**src/rtl/score_display_ctrl.sv**
```systemverilog
// Converts a 14-bit game value to BCD one bit per cycle and then updates all four
// seven-segment patterns at once, so the displays never show a half-converted number.
module score_display_ctrl #(
    parameter int unsigned BLANK_LZ = 1
) (
    input  logic        clk,
    input  logic        rst,
    input  logic [13:0] value_in,
    input  logic        load,
    output logic        busy,
    output logic        done,
    output logic        overflow,
    output logic [6:0]  hex0,
    output logic [6:0]  hex1,
    output logic [6:0]  hex2,
    output logic [6:0]  hex3
);

    localparam logic [6:0] SegBlank = 7'b1111111;
    localparam logic [6:0] SegDash  = 7'b0111111;

    typedef enum logic [1:0] {StIdle, StConvert, StLatch} state_t;

    state_t      state_q;
    logic [13:0] shift_q;
    logic [15:0] bcd_q;
    logic [3:0]  cnt_q;
    logic        ovf_q;

    logic [15:0] bcd_adj;
    logic [6:0]  seg_d [4];

    function automatic logic [6:0] seg7(input logic [3:0] digit);
        logic [6:0] seg;
        unique case (digit)
            4'd0:    seg = 7'b1000000;
            4'd1:    seg = 7'b1111001;
            4'd2:    seg = 7'b0100100;
            4'd3:    seg = 7'b0110000;
            4'd4:    seg = 7'b0011001;
            4'd5:    seg = 7'b0010010;
            4'd6:    seg = 7'b0000010;
            4'd7:    seg = 7'b1111000;
            4'd8:    seg = 7'b0000000;
            4'd9:    seg = 7'b0010000;
            default: seg = SegBlank;
        endcase
        return seg;
    endfunction

    // Add-3 correction on every nibble that would exceed 9 after the next shift.
    always_comb begin
        bcd_adj = bcd_q;
        for (int i = 0; i < 4; i++) begin
            if (bcd_q[i*4 +: 4] >= 4'd5) begin
                bcd_adj[i*4 +: 4] = bcd_q[i*4 +: 4] + 4'd3;
            end
        end
    end

    always_comb begin
        for (int i = 0; i < 4; i++) begin
            seg_d[i] = seg7(bcd_q[i*4 +: 4]);
        end
        if (ovf_q) begin
            for (int i = 0; i < 4; i++) begin
                seg_d[i] = SegDash;
            end
        end else if (BLANK_LZ != 0) begin
            // hex0 is always lit so that zero still shows a single "0".
            if (bcd_q[15:12] == 4'd0) begin
                seg_d[3] = SegBlank;
            end
            if (bcd_q[15:8] == 8'd0) begin
                seg_d[2] = SegBlank;
            end
            if (bcd_q[15:4] == 12'd0) begin
                seg_d[1] = SegBlank;
            end
        end
    end

    always_ff @(posedge clk) begin
        if (rst) begin
            state_q  <= StIdle;
            shift_q  <= '0;
            bcd_q    <= '0;
            cnt_q    <= '0;
            ovf_q    <= 1'b0;
            busy     <= 1'b0;
            done     <= 1'b0;
            overflow <= 1'b0;
            hex0     <= SegBlank;
            hex1     <= SegBlank;
            hex2     <= SegBlank;
            hex3     <= SegBlank;
        end else begin
            done <= 1'b0;
            unique case (state_q)
                StIdle: begin
                    if (load) begin
                        shift_q <= value_in;
                        bcd_q   <= '0;
                        cnt_q   <= '0;
                        ovf_q   <= (value_in > 14'd9999);
                        busy    <= 1'b1;
                        state_q <= StConvert;
                    end
                end
                StConvert: begin
                    bcd_q   <= {bcd_adj[14:0], shift_q[13]};
                    shift_q <= {shift_q[12:0], 1'b0};
                    cnt_q   <= cnt_q + 4'd1;
                    if (cnt_q == 4'd13) begin
                        state_q <= StLatch;
                    end
                end
                StLatch: begin
                    hex0     <= seg_d[0];
                    hex1     <= seg_d[1];
                    hex2     <= seg_d[2];
                    hex3     <= seg_d[3];
                    overflow <= ovf_q;
                    done     <= 1'b1;
                    busy     <= 1'b0;
                    state_q  <= StIdle;
                end
                default: begin
                    state_q <= StIdle;
                end
            endcase
        end
    end

endmodule

```
**config.mk**
```make
export PLATFORM = sky130hd
export DESIGN_NAME = score_display_ctrl
export DESIGN_NICKNAME = d
export VERILOG_FILES = /design/src/rtl/score_display_ctrl.sv
export SDC_FILE = /design/constraint.sdc
export NUM_CORES = 1
export LEC_CHECK = 0
export BUFFER_PORTS_ARGS = -buffer_cell sky130_fd_sc_hd__buf_4
export CAP_MARGIN = 20
export CORE_UTILIZATION = 45
export CTS_CLUSTER_DIAMETER = 80
export DETAILED_ROUTE_END_ITERATION = 10
export GPL_TIMING_DRIVEN = 0
export MAX_ROUTING_LAYER = met4
export PLACE_DENSITY = 0.7
export SLEW_MARGIN = 25
export SYNTH_ARGS = -nofsm -noshare
export SYNTH_HDL_FRONTEND = slang
export SYNTH_SLANG_ARGS = --single-unit
```
**constraint.sdc**
```tcl
create_clock -name clk -period 5.4 [get_ports clk]
set_input_delay 0.27 -clock clk [delete_from_list [all_inputs] [get_ports clk]]
set_output_delay 0.27 -clock clk [all_outputs]
set_load 0.02 [all_outputs]
```
==> impl_metrics.py <==
metrics = {
    "placement": {
        "dp_hpwl_um": 6839,
        "dp_cells": 656,
        "gp_congestion": 0.8249,
        "portBuffers": 46,
    },
    "yosys": {
        "synthSimpleGateAreaFrac": 0.1370,
        "synthXorXnorAreaFrac": 0.01937,
        "ys_seq_area_frac": 0.4250,
        "yosys_most_used_dff": "dfxtp_1",
        "ys_ff_latch": 96,
        "synthArstFlopShare": 0,
        "ys_types": 60,
        "netlist.area_leader.share": 0.4250,
        "synth_top_family_by_area": "compound AO/OA/AOI/OAI gates",
        "yosys.area.top_type": "dfxtp_1",
        "synth_mux_area_frac": 0.02518,
        "ys_top_cells_by_area": "dfxtp_1, ha_1, o22a_1, a21oi_1, nor2_1",
        "synth_adder_area_share": 0.08301,
        "ys_warn_count": 0,
        "syn_nets": 524,
        "syn_avg_cell_area_um2": 9.480,
        "netlist_area_um2": 4522,
        "synth_edf_count": 0,
        "synth-compound-area-share": 0.2546,
        "synthCells": 477,
    },
    "clock_tree": {
        "cts_resized": 0,
        "h-tree-depth": 3,
        "cts_made_buffers": 9,
        "cts_tree": "built",
        "clock_sinks": 96,
        "hold_buffers": 0,
        "post-cts-setup-buffers": 0,
        "clkLatencyLatePin_ps": 360,
        "cts.root.buffer_cell": "clkbuf_8",
        "path_clk_slew_ps": 90,
        "cts_max_path_buffers": 2,
    },
    "critical_path": {
        "crit_slowest_cell": "dfxtp_1",
        "critPathMaxStageDelay_ps": 370,
        "crit_path_end_kind": "flip-flop",
        "crit_arrival_ps": 2890,
        "cpMostUsedCell": "ha_1",
        "worst-path-max-fanout": 7,
        "required_ps": 5630,
        "reg2reg_depth": 10,
        "critPathLaunchType": "flip-flop",
        "crit_path_cell_trace": "inv_1 -> ha_1 -> nand2b_1 -> a21oi_2 -> xnor2_1 -> a22o_1 -> ha_1 -> o31ai_1 -> a221oi_1 -> a22oi_1",
        "worstSetupPathType": "reg2reg",
    },
    "floorplanning": {
        "rows": 36,
        "start_util": 0.4626,
        "die_w_um": 102.2,
        "fp.dieH_um": 102.2,
        "core-area_um2": 9774,
        "ios": 48,
        "die_area_um2": 10450,
    },
    "sta": {
        "post-route-min-period_ps": 2656,
        "fin_crit_sh": 0.4919,
        "slew_viol_final": 0,
        "setup_viol": 0,
        "slew_headroom": 0.4618,
        "setup_tns_ps": 0,
        "hold_viol": 0,
        "holdWs_ps": 227.7,
        "worst_pin_slew_ps": 796.1,
        "fmax_mhz": 376.5,
        "rsz0062_at_grt": "false",
        "finClkSkew_ps": 12.33,
    },
    "finish": {
        "multiInputGateArea_um2": 2347,
        "ff_latch_area_um2": 1922,
        "drive_above_1_share": 0.1937,
        "finalNetCount": 581,
        "fill_cells": 893,
        "antenna_cells": 0,
        "fin_util": 0.5358,
        "finalNonFillerCells": 670,
        "syn_to_final_growth_pct": 15.83,
    },
    "global_routing": {
        "use_met3": 0.02668,
        "overflow": 0,
        "grt_max_degree": 15,
        "use_met1": 0.2458,
        "grt_antenna_before_repair": 0,
        "grt_busiest_layer": "met2",
        "grt_pass1_vias": 3316,
        "grt_usage": 0.2001,
        "met2_usage": 0.3351,
        "grt_pass1_wl_um": 15680,
    },
    "detailed_routing": {
        "final_antenna_net_count": 0,
        "vias": 3518,
        "viasPerCell": 5.251,
        "routed_wl_um": 9375,
        "route.detailed.wl_per_inst_um": 13.99,
        "drt-pass1-iter-count": 5,
        "dr.first_iter.drc_count": 125,
        "route.detailed.drc": 0,
    },
    "power": {
        "powerDensity_nw_per_um2": 247.5,
        "p_leak_nw": 2.159,
        "max-vdd-ir-drop_mv": 0.1180,
        "totalPowerFinal_w": 0.001296,
    },
    "status": {
        "status": "finished clean",
    },
    "flow_run": {
        "drv_cap": 0,
    },
    "hold_path": {
        "min_path_cells": 3,
        "hp-class": "in2reg",
    },
}
[layout by cell type (no fill, tap or decap), types with 3 or more instances in the layout]
| cell | synthesis | layout |
|---|---|---|
| a21o_1 | 3 | 3 |
| a21oi_1 | 33 | 33 |
| a21oi_2 | 5 | 5 |
| a221oi_2 | 3 | 3 |
| a22o_1 | 14 | 14 |
| a22oi_1 | 11 | 11 |
| a2bb2oi_1 | 3 | 3 |
| a31oi_1 | 4 | 4 |
| buf_1 | 3 | 3 |
| buf_2 | 10 | 10 |
| buf_4 | 3 | 49 |
| buf_6 | 3 | 3 |
| clkbuf_1 | 9 | 9 |
| clkbuf_8 | 0 | 12 |
| dfxtp_1 | 96 | 96 |
| ha_1 | 30 | 30 |
| inv_1 | 23 | 23 |
| inv_2 | 4 | 4 |
| mux2i_1 | 8 | 8 |
| nand2_1 | 32 | 32 |
| nand2b_1 | 8 | 8 |
| nand3_1 | 4 | 4 |
| nor2_1 | 43 | 43 |
| nor2b_1 | 8 | 8 |
| nor3_1 | 18 | 18 |
| nor3b_1 | 6 | 6 |
| o21ai_0 | 17 | 17 |
| o21ai_1 | 3 | 3 |
| o22a_1 | 25 | 25 |
| o31ai_1 | 5 | 5 |
| xnor2_1 | 8 | 8 |
[power by group]
group	switching [W]	internal, W
Sequential	0.00000762	0.000719
Clock	0.000234	0.000248
Combinational	0.0000526	0.0000351
[synthesized netlist by cell type, drive strengths merged, types with 4 or more instances]
library cell / count
dfxtp: 96
nor2: 45
a21oi: 39
nand2: 32
ha: 30
inv: 27
o22a: 25
o21ai: 20
buf: 19
nor3: 18
a22o: 16
a22oi: 13
clkbuf: 9
mux2i: 8
nand2b: 8
nor2b: 8
xnor2: 8
nor3b: 6
o31ai: 6
a221oi: 4
a31oi: 4
nand3: 4
[per-stage QoR]
stage	setup WS (ps)	instance area [um^2]
after global routing	2537	5238
after detailed placement	2835	5034
after CTS	2766	5238
final	2744	5238
after global placement	2917	5034
after floorplan	3213	4522
[final cells by class]
class                   instances  area share
plain buffers                  28     0.02891
well taps                     133     0.03177
clock inverters                 2    0.007406
repair buffers                 46     0.06593
flip-flops and latches         96      0.3669
inverters                      27     0.01935
clock buffers                  12     0.03153
multi-input cells             326      0.4482
[worst paths after layout]
check	startpoint	endpoint	slack, ps
worst min-delay path	value_in[13]	ovf_q$_SDFFE_PP0P_	230
worst min register to register	flip-flop	hex2[4]$_SDFFE_PP1P_	440
worst max register to register	bcd_q[5]$_SDFFE_PP0N_	flip-flop	2740
worst max-delay path	bcd_q[5]$_SDFFE_PP0N_	flip-flop	2740
[cells by family (layout without fill, tap and decap cells)]
family / count (synthesis) / count (layout)
compound gates: 146 / 146
buf+inv: 55 / 115
fa+ha+maj: 30 / 30
simple gates: 129 / 129
flops: 96 / 96
xor+xnor: 10 / 10
mux: 11 / 11
[critical path, delay by kind of cell, from the launching register on]
kind | cells | cell delay (ps)
xor gates and xnor gates | 1 | 240
DFF | 1 | 370
and+or+nand+nor | 1 | 110
adders and majority gates | 2 | 580
AOI/OAI and AO/OA | 5 | 1130
buffers and inverters | 1 | 110
[per-layer routing]
layer / wire (um) / vias up
met5: 0 / -
met4: 109 / 0
met3: 275 / 11
met2: 4642 / 45
met1: 4347 / 1660
li1: - / 1802
Note: power is estimated with default switching activity, not from simulation.
